<file path="config.mk">
export PLATFORM = sky130hd
export DESIGN_NAME = ahb_led_timer_slave
export DESIGN_NICKNAME = d
export VERILOG_FILES = /design/src/rtl/ahb_led_timer_slave.sv
export SDC_FILE = /design/constraint.sdc
export NUM_CORES = 1
export LEC_CHECK = 0
export ABC_AREA = 1
export CORE_ASPECT_RATIO = 0.75
export CORE_MARGIN = 3
export CORE_UTILIZATION = 46
export DETAILED_ROUTE_END_ITERATION = 8
export PLACE_DENSITY = 0.78
export SKIP_CTS_REPAIR_TIMING = 1
export SYNTH_ARGS = -nofsm -noshare
export SYNTH_HDL_FRONTEND = slang
export SYNTH_SLANG_ARGS = --single-unit
export TNS_END_PERCENT = 100
</file>
<file path="constraint.sdc">
create_clock -name h2h_mclk -period 2.5 [get_ports h2h_mclk]
set_input_delay 0.5 -clock h2h_mclk [delete_from_list [all_inputs] [get_ports h2h_mclk]]
set_output_delay 0.5 -clock h2h_mclk [all_outputs]
set_load 0.01 [all_outputs]
</file>
<file path="src/rtl/ahb_led_timer_slave.sv">
// ahb_led_timer_slave: AHB-Lite LED/timer register slave; define AHB_LED_TIMER_BYTE_WR_EN to allow byte/halfword writes
module ahb_led_timer_slave #(
  parameter int          LED_WIDTH   = 8,
  parameter int          TIMER_WIDTH = 32,
  parameter logic [31:0] ID_VALUE    = 32'hA1B2_0001
) (
  input  logic                 h2h_mclk,
  input  logic                 h2h_rst,
  input  logic                 h2h_hsel,
  input  logic                 h2h_hready,
  input  logic [31:0]          h2h_haddr,
  input  logic [1:0]           h2h_htrans,
  input  logic                 h2h_hwrite,
  input  logic [2:0]           h2h_hsize,
  input  logic [2:0]           h2h_hburst,
  input  logic [3:0]           h2h_hprot,
  input  logic [31:0]          h2h_hwdata,
  output logic [31:0]          h2h_hrdata,
  output logic                 h2h_hreadyout,
  output logic [1:0]           h2h_hresp,
  output logic [LED_WIDTH-1:0] led_out,
  output logic                 timer_irq
);
  typedef enum logic [1:0] {IDLE, ERR1, ERR2} state_t;
  state_t                 state_q, state_d;
  logic                   dp_valid_q, dp_valid_d, dp_write_q, dp_write_d;
  logic [4:0]             dp_addr_q, dp_addr_d;
  logic [2:0]             dp_size_q, dp_size_d;
  logic [2:0]             ctrl_q, ctrl_d;
  logic [TIMER_WIDTH-1:0] load_q, load_d, value_q, value_d;
  logic                   expired_q, expired_d;
  logic [LED_WIDTH-1:0]   led_q, led_d;
  logic                   acc, err_a, wr, hit;
  logic [2:0]             idx;
  logic [31:0]            rd_word, wmask, wdata;
  logic                   unused;
  assign unused = ^{h2h_hburst, h2h_hprot, h2h_haddr[31:5], dp_size_q, dp_addr_q[1:0]};
  always_comb begin
    acc = h2h_hsel & h2h_hready & h2h_htrans[1];
    err_a = (h2h_haddr[4:3] == 2'b11) | (h2h_hsize > 3'd2)
`ifndef AHB_LED_TIMER_BYTE_WR_EN
      | (h2h_hwrite & (h2h_hsize < 3'd2))
`endif
      ;
    state_d = (acc & err_a) ? ERR1 : (state_q == ERR1) ? ERR2 : IDLE;
    dp_valid_d = acc & ~err_a;
    dp_addr_d = acc ? h2h_haddr[4:0] : dp_addr_q;
    dp_write_d = acc ? h2h_hwrite : dp_write_q;
    dp_size_d = acc ? h2h_hsize : dp_size_q;
  end
  always_comb begin
    idx = dp_addr_q[4:2];
    case (idx)
      3'd0:    rd_word = {29'd0, ctrl_q};
      3'd1:    rd_word = 32'(load_q);
      3'd2:    rd_word = 32'(value_q);
      3'd3:    rd_word = {31'd0, expired_q};
      3'd4:    rd_word = 32'(led_q);
      3'd5:    rd_word = ID_VALUE;
      default: rd_word = '0;
    endcase
  end
  always_comb begin
`ifdef AHB_LED_TIMER_BYTE_WR_EN
    wmask = (dp_size_q == 3'd0) ? 32'hFF << {dp_addr_q[1:0], 3'b000} :
            (dp_size_q == 3'd1) ? 32'hFFFF << {dp_addr_q[1], 4'b0000} : '1;
`else
    wmask = '1;
`endif
    wdata = (rd_word & ~wmask) | (h2h_hwdata & wmask);
    wr = dp_valid_q & dp_write_q;
    hit = ctrl_q[0] & (value_q == '0);
    value_d = ~ctrl_q[0] ? value_q : ~hit ? value_q - TIMER_WIDTH'(1) : ctrl_q[1] ? load_q : value_q;
    ctrl_d = (hit & ~ctrl_q[1]) ? {ctrl_q[2:1], 1'b0} : ctrl_q;
    // a fresh expiry wins over a same-cycle write-1-to-clear
    expired_d = hit | (expired_q & ~(wr & (idx == 3'd3) & wmask[0] & h2h_hwdata[0]));
    load_d = load_q;
    led_d = led_q;
    if (wr & (idx == 3'd0)) ctrl_d = wdata[2:0];
    if (wr & (idx == 3'd1)) begin
      load_d = wdata[TIMER_WIDTH-1:0];
      value_d = wdata[TIMER_WIDTH-1:0];
    end
    if (wr & (idx == 3'd4)) led_d = wdata[LED_WIDTH-1:0];
  end
  always_ff @(posedge h2h_mclk or posedge h2h_rst) begin
    if (h2h_rst) begin
      state_q <= IDLE;
      dp_valid_q <= 1'b0;
      dp_write_q <= 1'b0;
      dp_addr_q <= '0;
      dp_size_q <= '0;
      ctrl_q <= '0;
      load_q <= '0;
      value_q <= '0;
      expired_q <= 1'b0;
      led_q <= '0;
    end else begin
      state_q <= state_d;
      dp_valid_q <= dp_valid_d;
      dp_write_q <= dp_write_d;
      dp_addr_q <= dp_addr_d;
      dp_size_q <= dp_size_d;
      ctrl_q <= ctrl_d;
      load_q <= load_d;
      value_q <= value_d;
      expired_q <= expired_d;
      led_q <= led_d;
    end
  end
  assign h2h_hrdata = (dp_valid_q & ~dp_write_q) ? rd_word : '0;
  assign h2h_hreadyout = state_q != ERR1;
  assign h2h_hresp = {1'b0, state_q != IDLE};
  assign led_out = led_q;
  assign timer_irq = expired_q & ctrl_q[2];
endmodule

</file>
Yosys cells after proc, flatten, opt, wreduce, memory -nomap -nowiden
Index checks and enable logic that the tools add are counted.
- add/subtract/negate cells: 1
- magnitude comparators: 2
- equal/unequal tests: 9
- muxes and demuxes: 10
- bitwise logic cells: 23
- reduce and logical (&&, ||, !) cells: 6
- operators by type and width (cell ; number):
    case mux 32 bit (6 select lines) ; 1
    2-to-1 mux 32 bit ; 5
    zero test 32 bit ; 1
    subtractor 32 x 1 -> 32 bit, second input constant ; 1
    bitwise AND 1 bit ; 16
    == test 3 x 2 -> 1 bit, second input constant ; 2
    == test 3 bit, second input constant ; 2
    nonzero test 2 bit ; 3
    2-to-1 mux 2 bit ; 2
    inverter 1 bit ; 4
    == test 3 x 1 -> 1 bit, second input constant ; 1
    greater-than comparator 3 x 2 -> 1 bit, second input constant ; 1
    zero test 3 bit ; 1
    < comparator 3 x 2 -> 1 bit, second input constant ; 1
    2-to-1 mux 3 bit ; 1
    inequality test 3 x 2 -> 1 bit, second input constant ; 1
    OR 1 bit ; 3
    == test 2 x 1 -> 1 bit, second input constant ; 1
    == test 2 bit, second input constant ; 1
    inequality test 2 x 1 -> 1 bit, second input constant ; 1
    AND reduction 2 bit ; 1
    2-to-1 mux 1 bit ; 1
- flip-flop bits (word level): 85
- bits of input ports: 81
- output and inout bits: 44
- logic and storage cells: 61

Logic depth before layout (Yosys ltp)
Gate-level depths: netlist of the first run.
- depth after elaboration: 6
- gate-level depth with buffers: 13
- depth with buffers taken out: 13

Worst setup path after synthesis of the first run
Ideal clock, no wire load.
- path type: flip-flop to output port
- start point: register dp_addr_q[4]
- end point: output port h2h_hrdata[0]
- arrival: 1.454 ns
- required time: 2.000 ns
- slack: 0.546 ns
- cell stages (with the launch flop): 7
- buffers on the path: 1
- path through: dfrtp_1 -> inv_1 -> nand3_1 -> inv_1 -> clkbuf_1 -> nand2_1 -> a31oi_1
- longest elaborated chain between the ends: 3
- elaborated cells between the ends (all ways): 8
- those cells by class: eq/ne: 5; mux: 2; reduce/logical: 1
- RTL lines (what ; line ; RTL):
    start: declaration ; 27 ; logic [4:0] dp_addr_q, dp_addr_d;
    start signal: assignment ; 102 ; dp_addr_q <= dp_addr_d;
    == test 3 bit (tied with other cells) ; 53 ; case (idx)
    case mux 32 bit (6 select lines) * ; 53 ;
    2-to-1 mux 32 bit * ; 111 ; assign h2h_hrdata = (dp_valid_q & ~dp_write_q) ? rd_word : '0;
    end: declaration ; 18 ; output logic [31:0] h2h_hrdata,
Mark *: on every way between the ends. The rest lies on a longest branch, timed or not.

Worst setup path after layout of the first run
- start point: register dp_addr_q[2]
- end point: output port h2h_hrdata[20]
The elaborated chain is that of the path after synthesis.

==> impl_metrics.tcl, run 1 <==
set metrics [dict create \
    max_cap_viol_count 0 \
    cp_top_family "buffers and inverters" \
    place_hpwl_um 11100 \
    yosys_warnings 0 \
    drive_above_1_share 0.0803 \
    yosys.area.top_type "dfrtp_1" \
    fin_cells 1033 \
    cp.required_ns 2.00 \
    cts-root-buf "clkbuf_16" \
    reg2reg_slack_ns 0.19 \
    max_freq_mhz 392 \
    cp_cell_sequence "inv_1, nor2_1, nand2_1, inv_2, buf_12, a221oi_1, nor2_1, clkdlybuf4s50_1" \
    synth-seq-cells 83 \
    wl_per_cell_um 15.7 \
    drc_errors 0 \
    clk_pin_slew_worst_paths_ns 0.06 \
    crit_buf_inv 4 \
    maxSlewHeadroom 0.614 \
    power_density_mw_per_mm2 771 \
    syn_area_mm2 0.00520 \
    cts_sinks 83 \
    slowest_delay_ns 0.49 \
    syn-instance-count 794 \
    first_iter_violations 460 \
    h-tree-depth 3 \
    arrival_ns 2.05 \
    grt_pass1_vias 5174 \
    die_w_um 129 \
    worst_slew_pin_slew_ns 0.578 \
    drv_slew 0 \
    antenna_cells 0 \
    dieArea_mm2 0.0126 \
    ff_latch_area_mm2 0.00208 \
    overflow 0 \
    vias 5508 \
    die_h_um 98.1 \
    rsz0062_at_grt "yes" \
    multi_input_area_mm2 0.00273 \
    n_fill_cell 928 \
    grt_max_degree 84 \
    most-common-layout-cells "341 x nand2_1, 87 x nor2_1, 82 x dfrtp_1" \
    setup_slack_ns -0.0490 \
    wl_um 16200 \
    core_area_mm2 0.0107 \
    status "finished, violations left" \
    cts_buffers 9 \
    grt_pass1_wl_um 26000 \
    clock_skew_ns 0.00567 \
    cp_max_fo 14 \
    ant_nets 0 \
    cts_tree "yes" \
    synth_area_leaders "dfrtp_1 40%, nand2_1 25%, nor2_1 6.4%, inv_1 5.1%, nand3_1 4.7%" \
    synth_cell_type_count 36 \
    setup-tns-final_ns -0.0585 \
    ys_seq_area_frac 0.399 \
    detail_route.vias_per_cell 5.33 \
    cp-start-kind "register" \
    first_pass_iters 6 \
    cpMostUsedCell "nor2_1" \
    totalPowerFinal_mw 5.25 \
    synthesis.nets 876 \
    syn_to_final_growth_pct 30.9 \
    num_rows 32 \
    dp_worst_setup_slack_ns 0.200 \
    io_buffers 86 \
    total_leakage_power_nw 3.73 \
    yosys.area.top_type_share 0.399 \
    path_class "register to output pin" \
    cp-end-kind "output pin" \
    min_period_ns 2.55 \
    gp_congestion 0.954 \
    grt_use_total 0.257 \
    final_nets 974 \
    whs_ns 0.498 \
    worstHoldPathType "register to register" \
    ir_worst_vdd_uv 545 \
    antenna_found_initial 0 \
    setup_viol 3 \
    finalHoldViolations 0 \
    finalCritPeriodShare 1.02 \
    clk_latency_ns 0.34 \
    pin_count 125 \
    syn_avg_cell_area_um2 6.55 \
    start_util 0.488 \
    dp.cells 1011 \
    final_common_cell "nand2_1" \
    violations "negative setup slack" \
    clockBufferDepth 2 \
    cp_slowest_cell "clkdlybuf4s50_1" \
]
[worst paths after layout]
path                                   start              to  depth (start not counted)
worst max-delay path            dp_addr_q[2]  h2h_hrdata[20]                          8
worst min-delay path              load_q[28]      load_q[28]                          2
worst max register to register    value_q[0]      value_q[8]                         12
worst min register to register    load_q[28]      load_q[28]                          2
max in group asynchronous            h2h_rst    dp_addr_q[3]                          3
min in group asynchronous            h2h_rst       load_q[4]                          3
[sequential cells by signal, indices dropped and copies added, names as in the netlist]
signal and cells:
load_q 32, value_q 32, led_out 8, ctrl_q 3, dp_addr_q 3, state_q 2, dp_valid_q 1, dp_write_q 1
expired_q 1
[through the flow]
step	area, um2	utilization
final	6810	0.639
after global routing	6810	0.639
after CTS	6630	0.623
after detailed placement	6320	0.593
after global placement	6320	0.593
after floorplan	5200	-
[area by class of cell]
cell class / instances / share of cell area
flip-flops and latches: 83 / 0.305
well taps: 136 / 0.0250
repair buffers: 113 / 0.180
inverters: 75 / 0.0432
multi-input cells: 610 / 0.401
clock buffers: 12 / 0.0391
clock inverters: 4 / 0.00698
[tightest hold or removal path: cells and delay by family, from the launching register on]
family / cells / cell delay [ns]
simple gates: 2 / 0.12
flops: 1 / 0.34
[report_power, final]
part,leakage [nW],total (mW),internal (mW),switching (mW)
clock network,0.155,1.41,0.853,0.553
registers,0.849,2.12,1.67,0.449
logic,2.73,1.72,0.705,1.02
total,3.73,5.25,3.23,2.02
[cell families after synthesis]
family | Yosys count | synth area share
and+or+nand+nor | 507 | 0.396
buffers and inverters | 101 | 0.0806
AOI/OAI and AO/OA | 85 | 0.0926
DFF | 83 | 0.399
xor gates and xnor gates | 13 | 0.0219
muxes | 3 | 0.00650
adders and majority gates | 1 | 0.00241
other | 1 | 0.000721
[metal layers]
layer / GRT usage / part of all wire / vias to the layer above / routed length [um]
met5: 0 / 0 / - / 0
met4: 0.0670 / 0.0089 / 0 / 144
met3: 0.0667 / 0.086 / 17 / 1400
met2: 0.362 / 0.42 / 243 / 6870
met1: 0.389 / 0.48 / 2546 / 7830
li1: - / - / 2702 / -
[Yosys cell counts]
library cell and count:
nand2_1 341, nor2_1 89, dfrtp_1 83, inv_1 70
nand3_1 49, o21ai_0 39, a21oi_1 27, xor2_1 11
a221oi_1 10, buf_2 10, clkbuf_1 10, nand4_1 7
nor3_1 4, o221ai_1 4, or2_2 4, mux2_2 3
nand2_2 3, nand3b_1 3, o21ai_1 3, buf_1 2
buf_4 2, buf_6 2, clkinv_1 2, inv_2 2
nor2_4 2, xnor2_1 2, a31oi_1 1, clkinv_4 1
conb_1 1, ha_1 1, nand2_4 1, nand3_2 1
nand4_2 1, nor2_2 1, nor4_1 1, o211ai_1 1
Power figures use the tool's default switching activity.
==> inputs of run 2 (changes only) <==
--- a/config.mk
+++ b/config.mk
@@ -5,12 +5,13 @@
 export SDC_FILE = /design/constraint.sdc
 export NUM_CORES = 1
 export LEC_CHECK = 0
-export ABC_AREA = 1
+export ABC_AREA = 0
 export CORE_ASPECT_RATIO = 0.75
 export CORE_MARGIN = 3
-export CORE_UTILIZATION = 46
+export CORE_UTILIZATION = 45
 export DETAILED_ROUTE_END_ITERATION = 8
-export PLACE_DENSITY = 0.78
+export GPL_ROUTABILITY_DRIVEN = 0
+export PLACE_DENSITY = 0.77
 export SKIP_CTS_REPAIR_TIMING = 1
 export SYNTH_ARGS = -nofsm -noshare
 export SYNTH_HDL_FRONTEND = slang
==> run 2 against run 1 <==
The flow still finishes with violations (negative setup slack). Design area is 9.5% higher. Critical endpoint is now value_q[1]. Worst setup slack lost 0.28 ns. Total power decreased by 5.9%. Maximum frequency fell by 9.9%. Largest power group is now combinational cells. Critical path depth is the same. Critical path type is now register to register.
==> impl_metrics.tcl, run 2 <==
set metrics [dict create \
    min_period_ns 2.83 \
    setup_viol 53 \
    status "finished, violations left" \
    total_leakage_power_nw 3.29 \
    rsz0062_at_grt "yes" \
    max_freq_mhz 354 \
    synth_common_cells "130 x nand2_1, 83 x dfrtp_1, 48 x nor2_1, 39 x a21oi_1, 35 x o21ai_0" \
    cts_tree "yes" \
    drv_slew 0 \
    pin_count 125 \
    synth-edff-count 0 \
    grt_max_degree 54 \
    setup_slack_ns -0.328 \
    dieArea_mm2 0.0126 \
    cpMostUsedCell "or4_4" \
    max_cap_viol_count 0 \
    most-common-layout-cells "127 x nand2_1, 87 x buf_4, 81 x dfrtp_1" \
    wl_per_cell_um 20.7 \
    ys_seq_area_frac 0.411 \
    clockBufferDepth 2 \
    drc_errors 0 \
    yosys_warnings 0 \
    finalCritPeriodShare 1.13 \
    cp-start-kind "register" \
    cp_cell_sequence "or4_4, buf_6, or4_4, nor4_4, buf_4, nor3b_2, a221oi_2, a21oi_1" \
    drive_above_1_share 0.255 \
    ir_worst_vdd_uv 372 \
    num_rows 32 \
    power_density_mw_per_mm2 663 \
    first_pass_iters 6 \
    async_flop_share 1.00 \
    n_fill_cell 799 \
    violations "negative setup slack" \
    syn-instance-count 616 \
    worstHoldPathType "register to register" \
    cts_buffers 9 \
    detail_route.vias_per_cell 6.38 \
    path_class "register to register" \
    multi_input_area_mm2 0.00304 \
    arrival_ns 3.05 \
    synth_ff_type "dfrtp_1" \
    slowest_delay_ns 0.58 \
    h-tree-depth 3 \
    die_w_um 128 \
    core_area_mm2 0.0106 \
    worst_slew_pin_slew_ns 0.630 \
    cts-root-buf "clkbuf_16" \
    synth_cell_type_count 65 \
    synthesis.nets 698 \
    wl_um 19000 \
    yosys.area.top_type_share 0.411 \
    syn_avg_cell_area_um2 8.21 \
    vias 5855 \
    synth_most_common_cell "nand2_1" \
    final_nets 859 \
    place_hpwl_um 12700 \
    first_iter_violations 901 \
    totalPowerFinal_mw 4.94 \
    synth-seq-cells 83 \
    antenna_cells 0 \
    grt_pass1_wl_um 27500 \
    cp-end-kind "register" \
    cts_sinks 83 \
    finalHoldViolations 0 \
    yosys.area.top_type "dfrtp_1" \
    start_util 0.477 \
    final_common_cell "nand2_1" \
    antenna_found_initial 0 \
    setup-tns-final_ns -9.24 \
    synth_area_leaders "dfrtp_1 41%, nand2_1 9.6%, a21oi_1 3.9%, nor2_1 3.6%, o21ai_0 3.5%" \
    ant_nets 0 \
    clk_latency_ns 0.35 \
    grt_pass1_vias 5292 \
    cp.required_ns 2.72 \
    clk_pin_slew_worst_paths_ns 0.06 \
    die_h_um 97.8 \
    cp_slowest_cell "or4_4" \
    syn_area_mm2 0.00506 \
    syn_to_final_growth_pct 47.4 \
    ff_latch_area_mm2 0.00208 \
    cp_max_fo 6 \
    dp_worst_setup_slack_ns -0.312 \
    clock_skew_ns 0.00709 \
    overflow 0 \
    maxSlewHeadroom 0.580 \
    grt_use_total 0.274 \
    io_buffers 86 \
]
-- run 2: cell count changes in the layout (fill, tap and decap cells not counted), moves of 18 or more --
cell | before | now
clkdlybuf4s50_1 | 58 | 76
dlymetal6s2s_1 | 28 | 10
inv_1 | 67 | 6
nand2_1 | 341 | 127
a22oi_1 | 0 | 23
o21ai_0 | 39 | 19
nor2_1 | 87 | 47
nand3_1 | 49 | 18
buf_4 | 20 | 87
-- run 2: routing by layer --
metal  share of wire  GRT usage  up-vias
li1                -          -     2559
met2            0.45      0.420      443
met1            0.40      0.393     2777
met3            0.11     0.0514       76
met5               0          0        -
met4           0.033     0.0832        0
-- run 2: power breakdown --
part / internal, mW / switching (mW) / leakage, nW
sequential: 1.56 / 0.229 / 0.940
combinational: 0.839 / 0.958 / 2.20
clock: 0.822 / 0.533 / 0.146
-- run 2: logic make-up after synthesis --
family	synth area share
adders and majority gates	0.00247
other	0.000741
buffers and inverters	0.0450
AOI/OAI and AO/OA	0.216
and+or+nand+nor	0.276
xor gates and xnor gates	0.00866
muxes	0.0411
DFF	0.411
-- run 2: final timing paths --
check	from	to	slack [ns]	depth (start not counted)
max reg2reg	value_q[10]	value_q[1]	-0.33	8
min	load_q[26]	load_q[26]	0.51	2
max in group asynchronous	h2h_rst	led_out[0]	1.36	3
max	value_q[10]	value_q[1]	-0.33	8
min in group asynchronous	h2h_rst	load_q[14]	0.65	3
min reg2reg	load_q[26]	load_q[26]	0.51	2
-- run 2: cell type report --
class | instances | share of cell area
clock buffers | 13 | 0.0349
clock inverters | 2 | 0.00470
inverters | 7 | 0.00403
multi-input cells | 480 | 0.408
flip-flops and latches | 83 | 0.279
well taps | 136 | 0.0228
repair buffers | 196 | 0.247
-- run 2: critical path: cells and delay by family, from the launching register on --
family          cells  cell delay [ns]
simple gates        4             1.63
flops               1             0.38
buf+inv             2             0.37
compound gates      2             0.32
-- run 2: through the flow --
step | hold slack, ns | utilization | instances | area, um2
after floorplan | 0.457 | - | 616 | 5080
after global placement | 0.481 | 0.631 | 887 | 6700
after detailed placement | 0.492 | 0.631 | 887 | 6700
after CTS | 0.507 | 0.659 | 902 | 6990
after global routing | 0.527 | 0.703 | 917 | 7450
final | 0.509 | 0.703 | 917 | 7450
==> inputs of run 3 (changes only) <==
--- a/config.mk
+++ b/config.mk
@@ -8,10 +8,8 @@
 export ABC_AREA = 0
 export CORE_ASPECT_RATIO = 0.75
 export CORE_MARGIN = 3
-export CORE_UTILIZATION = 45
+export CORE_UTILIZATION = 30
 export DETAILED_ROUTE_END_ITERATION = 8
-export GPL_ROUTABILITY_DRIVEN = 0
-export PLACE_DENSITY = 0.77
 export SKIP_CTS_REPAIR_TIMING = 1
 export SYNTH_ARGS = -nofsm -noshare
 export SYNTH_HDL_FRONTEND = slang
==> run 3 against run 2 <==
The flow still finishes with violations (negative setup slack). Cell count rose by 8.8%. Die area up 47%. Worst setup slack improved by 0.058 ns. Maximum frequency up 2.1%. Routed wire length grew 0.51%. Non-clock buffer count increased by 7. Critical path depth is 1 higher. Design area is 3.5% higher. Hold slack worse by 0.011 ns. Sequential share of layout area fell by 0.95 points. Clock power rose by 5%. First-iteration DRC count shrank 47%. Critical endpoint is now value_q[22].
==> impl_metrics.tcl, run 3 (synthesis gave the netlist of run 2 again) <==
set metrics [dict create \
    status "finished, violations left" \
    violations "negative setup slack" \
    dp.cells 960 \
    clk_pin_slew_worst_paths_ns 0.06 \
    cp_max_fo 5 \
    pin_count 125 \
    clock_skew_ns 0.00792 \
    start_util 0.311 \
    cp.required_ns 2.72 \
    cts_buffers 9 \
    crit_buf_inv 3 \
    power_frac_seq 0.352 \
    first_pass_iters 5 \
    first_iter_violations 474 \
    clk_latency_ns 0.35 \
    pwr-share-comb 0.363 \
    overflow 0 \
    io_buffers 86 \
    max_freq_mhz 361 \
    grt_use_total 0.198 \
    cp_cell_sequence "or4_4, buf_6, or4_4, nor4_4, buf_4, buf_6, nor4b_2, a31oi_1, a31oi_1" \
    syn_to_final_growth_pct 52.6 \
    antenna_cells 0 \
    rsz0062_at_grt "yes" \
    gp_congestion 0.924 \
    setup_slack_ns -0.270 \
    clock_power_share 0.285 \
    max_cap_viol_count 0 \
    final_nets 866 \
    dieArea_mm2 0.0185 \
    clockBufferDepth 2 \
    ir_worst_vdd_uv 327 \
    die_h_um 118 \
    cp_slowest_cell "or4_4" \
    vias 5553 \
    wl_per_cell_um 19.1 \
    ant_nets 0 \
    grt_pass1_wl_um 29300 \
    setup_viol 32 \
    num_rows 40 \
    power.internal_mw 3.31 \
    maxSlewHeadroom 0.509 \
    cp-start-kind "register" \
    path_class "register to register" \
    wl_um 19100 \
    place_hpwl_um 13200 \
    p_sw_mw 1.69 \
    most-common-layout-cells "128 x nand2_1, 87 x buf_4, 81 x dfrtp_1" \
    drv_slew 0 \
    fin_cells 998 \
    min_period_ns 2.77 \
    drive_above_1_share 0.269 \
    power_density_mw_per_mm2 648 \
    swShare 0.339 \
    cp_top_family "simple AND/OR/NAND/NOR gates" \
    grt_max_degree 84 \
    worst_slew_pin_slew_ns 0.729 \
    arrival_ns 2.99 \
    slowest_delay_ns 0.58 \
    die_w_um 156 \
    dp_worst_setup_slack_ns -0.317 \
    final_common_cell "nand2_1" \
    total_leakage_power_nw 3.74 \
    finalCritPeriodShare 1.11 \
    cts-root-buf "clkbuf_16" \
    h-tree-depth 3 \
    finalHoldViolations 0 \
    detail_route.vias_per_cell 5.56 \
    cp-end-kind "register" \
    worstHoldPathType "register to register" \
    core_area_mm2 0.0163 \
    drc_errors 0 \
    cts_tree "yes" \
    cts_sinks 83 \
    grt_pass1_vias 5350 \
    antenna_found_initial 0 \
]
[run 3: per-stage QoR]
| step | total power [mW] | utilization | area [um2] | hold slack [ns] | TNS (ns) |
|---|---|---|---|---|---|
| CTS | 4.79 | 0.437 | 7100 | 0.501 | -15.46 |
| global placement | 3.33 | 0.418 | 6790 | 0.479 | -5.20 |
| finish | 5.00 | 0.475 | 7720 | 0.498 | -4.74 |
| detailed placement | 3.35 | 0.418 | 6790 | 0.488 | -5.91 |
| global route | 5.26 | 0.475 | 7720 | 0.525 | -6.97 |
| floorplan | 2.58 | - | 5080 | 0.457 | -0.571 |
[run 3: power by group through the flow]
| stage | Sequential (mW) | Clock (mW) | Combinational, mW |
|---|---|---|---|
| global route | 1.79 | 1.50 | 1.97 |
| floorplan | 1.75 | 0 | 0.834 |
| CTS | 1.75 | 1.45 | 1.59 |
| global placement | 1.76 | 0 | 1.56 |
| detailed placement | 1.77 | 0 | 1.58 |
| finish | 1.76 | 1.43 | 1.81 |
[run 3: worst reg2reg max path, cell delays in order (launching register included)]
cell and delay, ns:
dfrtp_1 0.38, or4_4 0.58, buf_6 0.14, or4_4 0.57, nor4_4 0.34, buf_4 0.21
buf_6 0.12, nor4b_2 0.04, a31oi_1 0.17, a31oi_1 0.11
[run 3: per-layer routing]
metal / up-vias / track usage / part of all wire
met4: 0 / 0.0386 / 0.013
met2: 237 / 0.299 / 0.44
li1: 2571 / - / -
met5: - / 0 / 0
met1: 2722 / 0.296 / 0.47
met3: 23 / 0.0366 / 0.079
[run 3: final timing paths]
kind                              from  depth (start not counted)           to  slack [ns]
max                        value_q[10]                          9  value_q[22]       -0.27
min                         load_q[30]                          2   load_q[30]        0.50
max reg2reg                value_q[10]                          9  value_q[22]       -0.27
min reg2reg                 load_q[30]                          2   load_q[30]        0.50
max in group asynchronous      h2h_rst                          3   load_q[16]        1.49
min in group asynchronous      h2h_rst                          3   load_q[24]        0.62
[run 3: area by class of cell]
| class | count | area [um2] |
|---|---|---|
| fill | 1533 | 8550 |
| multi-input combinational | 480 | 3030 |
| sequential | 83 | 2080 |
| timing repair buffer | 203 | 2010 |
| tap | 210 | 263 |
| clock buffer | 10 | 229 |
| clock inverter | 5 | 78.8 |
| inverter | 7 | 30.0 |
